File: config.mk
export PLATFORM = sky130hd
export DESIGN_NAME = serial_adder
export DESIGN_NICKNAME = d
export VERILOG_FILES = /design/src/rtl/serial_adder.sv
export SDC_FILE = /design/constraint.sdc
export NUM_CORES = 1
export LEC_CHECK = 0
export ABC_AREA = 1
export CAP_MARGIN = 0
export CORE_MARGIN = 4
export CORE_UTILIZATION = 45
export CTS_CLUSTER_SIZE = 16
export DETAILED_ROUTE_END_ITERATION = 10
export GPL_TIMING_DRIVEN = 0
export HOLD_SLACK_MARGIN = 0.06
export PLACE_DENSITY_LB_ADDON = 0.25
export SLEW_MARGIN = 0
export SYNTH_ARGS = -nofsm -noshare
export SYNTH_HDL_FRONTEND = slang
export SYNTH_SLANG_ARGS = --single-unit
File: constraint.sdc
create_clock -name clk -period 1.9 [get_ports clk]
set_input_delay 0.285 -clock clk [delete_from_list [all_inputs] [get_ports clk]]
set_output_delay 0.285 -clock clk [all_outputs]
set_load 0.01 [all_outputs]
File: src/rtl/serial_adder.sv
// Bit-serial LSB-first adder: one full-adder bit per clock, WIDTH cycles per add.
// Optional SERIAL_ADDER_CIN_EN adds a carry_in port that seeds the carry flop.
module serial_adder #(
    parameter int WIDTH = 8
) (
    input  logic             clk,
    input  logic             rst_n,
    input  logic             start,
    input  logic [WIDTH-1:0] a,
    input  logic [WIDTH-1:0] b,
`ifdef SERIAL_ADDER_CIN_EN
    input  logic             carry_in,
`endif
    output logic             busy,
    output logic             done,
    output logic [WIDTH-1:0] sum,
    output logic             carry_out
);

    localparam int CW = $clog2(WIDTH);
    localparam logic [CW-1:0] LAST = CW'(WIDTH - 1);

    typedef enum logic [1:0] {IDLE, RUN, DONE} state_t;

    state_t           state, state_nxt;
    logic [WIDTH-1:0] a_sh, b_sh, res_sh, res_nxt;
    logic [CW-1:0]    cnt;
    logic             c, s, c_nxt, cin_seed;

`ifdef SERIAL_ADDER_CIN_EN
    assign cin_seed = carry_in;
`else
    assign cin_seed = 1'b0;
`endif

    assign s       = a_sh[0] ^ b_sh[0] ^ c;
    assign c_nxt   = (a_sh[0] & b_sh[0]) | (a_sh[0] & c) | (b_sh[0] & c);
    assign res_nxt = (res_sh >> 1) | {s, {(WIDTH-1){1'b0}}};

    always_ff @(posedge clk or negedge rst_n) begin
        if (!rst_n) state <= IDLE;
        else        state <= state_nxt;
    end

    always_comb begin
        state_nxt = state;
        case (state)
            IDLE:    if (start) state_nxt = RUN;
            RUN:     if (cnt == LAST) state_nxt = DONE;
            DONE:    state_nxt = IDLE;
            default: state_nxt = IDLE;
        endcase
    end

    always_comb begin
        busy = (state != IDLE);
        done = (state == DONE);
    end

    // cnt stops at LAST on the final edge so it never wraps for power-of-two WIDTH
    always_ff @(posedge clk or negedge rst_n) begin
        if (!rst_n) begin
            a_sh      <= '0;
            b_sh      <= '0;
            res_sh    <= '0;
            cnt       <= '0;
            c         <= 1'b0;
            sum       <= '0;
            carry_out <= 1'b0;
        end else begin
            case (state)
                IDLE: begin
                    if (start) begin
                        a_sh <= a;
                        b_sh <= b;
                        c    <= cin_seed;
                        cnt  <= '0;
                    end
                end
                RUN: begin
                    a_sh   <= a_sh >> 1;
                    b_sh   <= b_sh >> 1;
                    res_sh <= res_nxt;
                    c      <= c_nxt;
                    if (cnt == LAST) begin
                        sum       <= res_nxt;
                        carry_out <= c_nxt;
                    end else begin
                        cnt <= cnt + CW'(1);
                    end
                end
                default: ;
            endcase
        end
    end

endmodule
==> results of run 1 <==
==> metrics by stage <==
step / power (uW) / area, sq um / hold WS, ps / util (%) / setup WS (ps)
after floorplan: 2190 / 1720 / -10.6 / - / 627
after global placement: 2620 / 2070 / 460 / 56.2 / -376
after detailed placement: 2660 / 2070 / 426 / 56.0 / 163
after CTS: 3250 / 2170 / 112 / 58.7 / 9.66
after global routing: 3520 / 2180 / 169 / 59.1 / 30.7
final: 3230 / 2180 / 104 / 59.1 / 101
==> worst max-delay path by stage <==
stage             start       to  slack, ps  cells past startpoint
6_report       state[0]     busy        100                      4
5_1_grt        state[0]     busy         30                      4
4_1_cts        state[0]     busy         10                      4
3_5_place_dp   state[1]     done        160                      4
3_3_place_gp      rst_n  b_sh[4]       -380                      1
2_1_floorplan    cnt[0]   sum[7]        630                      6
==> power groups by stage <==
stage | clock, uW | sequential [uW] | combinational, uW
finish | 575 | 1340 | 1310
global route | 625 | 1390 | 1500
CTS | 585 | 1340 | 1320
detailed placement | 0 | 1350 | 1310
global placement | 0 | 1340 | 1280
floorplan | 0 | 1360 | 833
==> final cells by class <==
cell class / instances / area, sq um / share of cell area, %
Sequential cell: 38 / 952 / 43.7
Tap cell: 48 / 60.1 / 2.76
Timing Repair Buffer: 30 / 295 / 13.5
Clock inverter: 2 / 12.5 / 0.574
Multi-Input combinational cell: 127 / 613 / 28.1
Inverter: 28 / 105 / 4.82
Clock buffer: 6 / 82.6 / 3.79
Buffer: 9 / 58.8 / 2.70
==> sequential cells by signal (all words and copies together), names as in the netlist <==
signal / count
a_sh: 8
b_sh: 8
sum: 8
res_sh: 7
cnt: 3
state: 2
c: 1
carry_out: 1
==> synthesized netlist by cell type <==
library cell	count	share of area, %
buf_2	6	1.7
buf_4	2	0.87
buf_6	1	0.65
clkbuf_1	1	0.22
dfrtp_1	38	55
fa_1	1	1.2
ha_1	2	1.5
inv_1	26	5.7
inv_2	2	0.44
nand2_1	55	12
nand2_2	2	0.73
nand3_1	43	13
nand4_1	6	2.2
nor2_1	2	0.44
nor2_2	1	0.36
o21ai_0	6	1.7
o21ai_1	9	2.6
==> worst max-delay path, cell delays in order (launching register included) <==
cell and delay [ps]:
dfrtp_1 400, clkbuf_4 200, nor2_4 110, inv_1 40
clkdlybuf4s50_1 470
==> layer usage <==
layer	track usage (%)	vias up	part of all wire (%)
met5	0	-	0
met4	5.74	0	2.2
met3	5.47	7	3.9
met2	25.7	28	47
met1	18.2	646	47
li1	-	719	-
==> logic make-up (layout without fill, tap and decap cells) <==
group                      Yosys count  in the layout  synth area share (%)
buffers and inverters               38             75                  9.59
DFF                                 38             38                  55.2
adders and majority gates            3              3                  2.62
and+or+nand+nor                    109            109                  28.2
AOI/OAI and AO/OA                   15             15                  4.36
==> what timing repair did <==
action / 4_1_cts / 5_1_grt
pin swaps: 0 / 1
endpoints found under the setup margin: 2 / 2
resized for setup: 2 / 3
buffers inserted: 0 / 1
hold buffers: 0 / 0
==> flow_summary_export.csv, run 1 <==
group,metric,value,unit
cts,root_buffer,"clkbuf_8",
place,place.detailed.hpwl,2450,um
cts,htree_levels,2,
sta,fmax,556,MHz
floorplan,dieArea,0.00488,sq mm
layout,final_common_cell,"nand2_1",
yosys,yosysWarnings,0,
worst_setup_path,worstRegToRegCells,6,
layout,synthToLayoutAreaGrowth,26.6,%
outcome,status,"finished, final reports clean",
pwr,power_frac_clock,17.8,%
yosys,ys_seq_area_share,55.2,%
drt,vias_per_cell,4.86,
place,routabilityCongestion,0.772,
drt,drtIter0Drc,60,
global_routing,grt_pass1_vias,1414,
worst_setup_path,endpoint_kind,"output port",
drt,vias,1400,
global_routing,grt_usage,15.4,%
cts,cts_made_buffers,5,
sta,slew_viol_final,0,
yosys,ys_ff_latch,38,
worst_setup_path,reg2reg_slack,480,ps
floorplan,die_y,69.9,um
worst_setup_path,required,1620,ps
floorplan,io_pins,30,
sta,tns,0,ps
pwr,peakVddDrop,0.584,mV
drt,ant_nets,0,
drt,dr.pass1.iters,4,
pwr,switching_share,37.0,%
worst_setup_path,worstPathArrival,1510,ps
cts,path_clk_slew,80,ps
worst_setup_path,cp-start-kind,"flop",
floorplan,initial_core_util,46.7,%
yosys,post_synth_inst_count,203,
layout,drive_gt1_share,10.8,%
worst_setup_path,critPathMaxFanout,10,
sta,timing.final.crit_share,94.7,%
job,cap_violations,0,
layout,final_net_count,261,
global_routing,antenna_found_initial,0,
sta,slew_headroom,42.6,%
sta,setup_viol,0,
drt,routedWlPerCell,12.1,um
pwr,internal_power,2030,uW
place,dp.cells,280,
floorplan,rows,22,
worst_setup_path,path_class,"flop to output port",
yosys,postSynthAreaPerCell,8.48,sq um
cts,cts_tree,"built",
sta,rsz0062_at_grt,"false",
pwr,power_switching,1190,uW
layout,antenna-diode-count,0,
layout,instances_no_fill,288,
yosys,yosysUniqueCellTypes,17,
global_routing,grt_pass1_wl,6040,um
worst_setup_path,timing.rr.end,"sum[7]",
cts,cts.sinks,38,
yosys,mappedNetlistArea,0.00172,sq mm
pwr,pwr-share-comb,40.5,%
drt,drt_wl_total,3480,um
worst_hold_path,holdCritPathClass,"input pin to async pin",
place,portBuffers,29,
floorplan,die_w,69.9,um
layout,final_cell_mix,"nand2_1, nand3_1, dfrtp_1, clkdlybuf4s50_1, inv_1",
cts,clockBufferDepth,2,
worst_setup_path,r2r-start,"cnt[0]",
sta,finClkSkew,8.54,ps
layout,nFillCells,349,
sta,worst_pin_slew,861,ps
drt,drc,0,
pwr,power_density,1480,mW/mm^2
yosys,synth.net_count,225,
sta,hold_viol_final,0,
cts,clk_latency,290,ps
global_routing,grt_max_degree,39,
floorplan,coreArea,0.00369,sq mm
pwr,power_leakage,0.00112,uW
global_routing,overflow,0,
sta,fin_crit,1800,ps
pwr,seq_power_share,41.7,%
Power figures use the tool's default switching activity.
==> run 2, diff against run 1 <==
- PLACE_DENSITY_LB_ADDON: 0.25 -> 0.3
==> run 2 against run 1 <==
Effect of this change:
- sequential cell count stayed put
- count of clock-buffer cells in the layout is 1 higher
- clock power fell by 1%
- die area unchanged
- design area grew 0.17%
- combinational power hardly changed
- wire length rose by 2.1%
- cell count grew 0.35%
- setup slack got worse by 40 ps
- critical endpoint unchanged
==> flow_summary_export.csv, run 2 (synthesis gave the netlist of run 1 again) <==
group,metric,value,unit
place,routabilityCongestion,0.790,
worst_setup_path,endpoint_kind,"output port",
sta,tns,0,ps
worst_setup_path,critPathMaxFanout,10,
floorplan,rows,22,
pwr,internal_power,2040,uW
floorplan,initial_core_util,46.7,%
sta,worst_pin_slew,845,ps
layout,final_common_cell,"nand2_1",
sta,worst_slack,61.3,ps
layout,antenna-diode-count,0,
global_routing,grt_max_degree,39,
cts,htree_levels,2,
drt,drc,0,
place,portBuffers,29,
global_routing,grt_pass1_wl,6040,um
global_routing,antenna_found_initial,0,
sta,fin_crit,1840,ps
pwr,peakVddDrop,0.736,mV
sta,hold_slack,98.5,ps
worst_hold_path,holdCritPathClass,"input pin to async pin",
global_routing,overflow,0,
worst_setup_path,cp-start-kind,"flop",
pwr,switching_share,37.0,%
sta,hold_viol_final,0,
drt,drt_wl_total,3550,um
pwr,power_switching,1200,uW
floorplan,die_y,69.9,um
sta,finClkSkew,3.89,ps
sta,setup_viol,0,
worst_setup_path,reg2reg_slack,440,ps
layout,top_regs,"a_sh (8), b_sh (8), sum (8)",
cts,cts_tree,"built",
pwr,power_frac_clock,17.5,%
worst_setup_path,path_class,"flop to output port",
floorplan,die_w,69.9,um
pwr,power_leakage,0.00113,uW
drt,vias,1420,
job,cap_violations,0,
sta,timing.final.crit_share,96.8,%
cts,clockBufferDepth,2,
sta,slew_viol_final,0,
pwr,seq_power_share,41.4,%
cts,path_clk_slew,70,ps
outcome,status,"finished, final reports clean",
floorplan,dieArea,0.00488,sq mm
drt,vias_per_cell,4.91,
worst_setup_path,worstRegToRegCells,6,
cts,clk_latency,290,ps
layout,nFillCells,355,
cts,cts_made_buffers,5,
layout,design_area,0.00218,sq mm
layout,synthToLayoutAreaGrowth,26.8,%
pwr,power_density,1480,mW/mm^2
floorplan,coreArea,0.00369,sq mm
worst_setup_path,worstPathArrival,1550,ps
cts,hold_buffers,0,
layout,drive_gt1_share,10.8,%
layout,final_cell_mix,"nand2_1, nand3_1, dfrtp_1, clkdlybuf4s50_1, inv_1",
place,place.detailed.hpwl,2420,um
worst_setup_path,r2r-start,"state[1]",
global_routing,grt_pass1_vias,1374,
layout,final_net_count,262,
drt,ant_nets,0,
drt,drtIter0Drc,113,
worst_setup_path,required,1620,ps
layout,final_util,59.2,%
place,dpl_cell_area,0.00207,sq mm
drt,dr.pass1.iters,4,
global_routing,grt_usage,15.7,%
floorplan,io_pins,30,
cts,root_buffer,"clkbuf_8",
sta,fmax,544,MHz
pwr,pwr-share-comb,41.0,%
worst_setup_path,timing.rr.end,"a_sh[6]",
sta,slew_headroom,43.7,%
place,pre_cts_slack,151,ps
cts,cts.sinks,38,
drt,routedWlPerCell,12.3,um
[run 2: cell count changes in the layout (fill, tap and decap cells not counted)]
cell        before  now
buf_4            3    4
clkbuf_1         0    1
clkinvlp_4       1    0
[run 2: routing by layer]
layer	routed length, um	global-route usage [%]	part of all wire (%)	vias up
met4	65	6.17	1.8	0
li1	-	-	-	724
met1	1580	18.2	44	658
met3	148	3.74	4.2	8
met2	1760	27.6	50	30
met5	0	0	0	-
[run 2: power by group through the flow]
stage | Clock, uW | Combinational (uW) | Sequential, uW
final | 567 | 1330 | 1340
after global routing | 624 | 1510 | 1390
after CTS | 583 | 1330 | 1340
after detailed placement | 0 | 1310 | 1350
after global placement | 0 | 1280 | 1340
after floorplan | 0 | 833 | 1360
[run 2: how the worst max path moves through the flow]
stage	startpoint	endpoint	depth (start not counted)
2_1_floorplan	cnt[0]	sum[7]	6
3_3_place_gp	rst_n	b_sh[4]	1
3_5_place_dp	state[1]	done	4
4_1_cts	state[0]	busy	4
5_1_grt	state[0]	busy	4
6_report	state[0]	busy	4
[run 2: stage by stage]
stage,cells,power (uW)
after floorplan,203,2190
after global placement,280,2620
after detailed placement,280,2660
after CTS,287,3260
after global routing,289,3520
final,289,3240
[run 2: area by class of cell]
type,count,area [sq um],area share (%)
multi-input combinational,127,613,28.1
inverter,28,105,4.81
timing repair buffer,31,303,13.9
tap,48,60.1,2.75
clock inverter,1,5.00,0.229
clock buffer,7,86.3,3.95
buffer,9,58.8,2.69
sequential,38,952,43.6
[run 2: what timing repair did]
action | in CTS | in global routing
gates cloned | 0 | 0
pin swaps | 0 | 1
setup endpoints to repair | 2 | 2
gates resized for setup | 2 | 3
setup buffers | 0 | 2
[run 2: critical path: stages, from the launching register on]
cell and delay (ps):
dfrtp_1 400, clkbuf_4 200, nor2_4 140, inv_1 50, clkdlybuf4s50_1 470
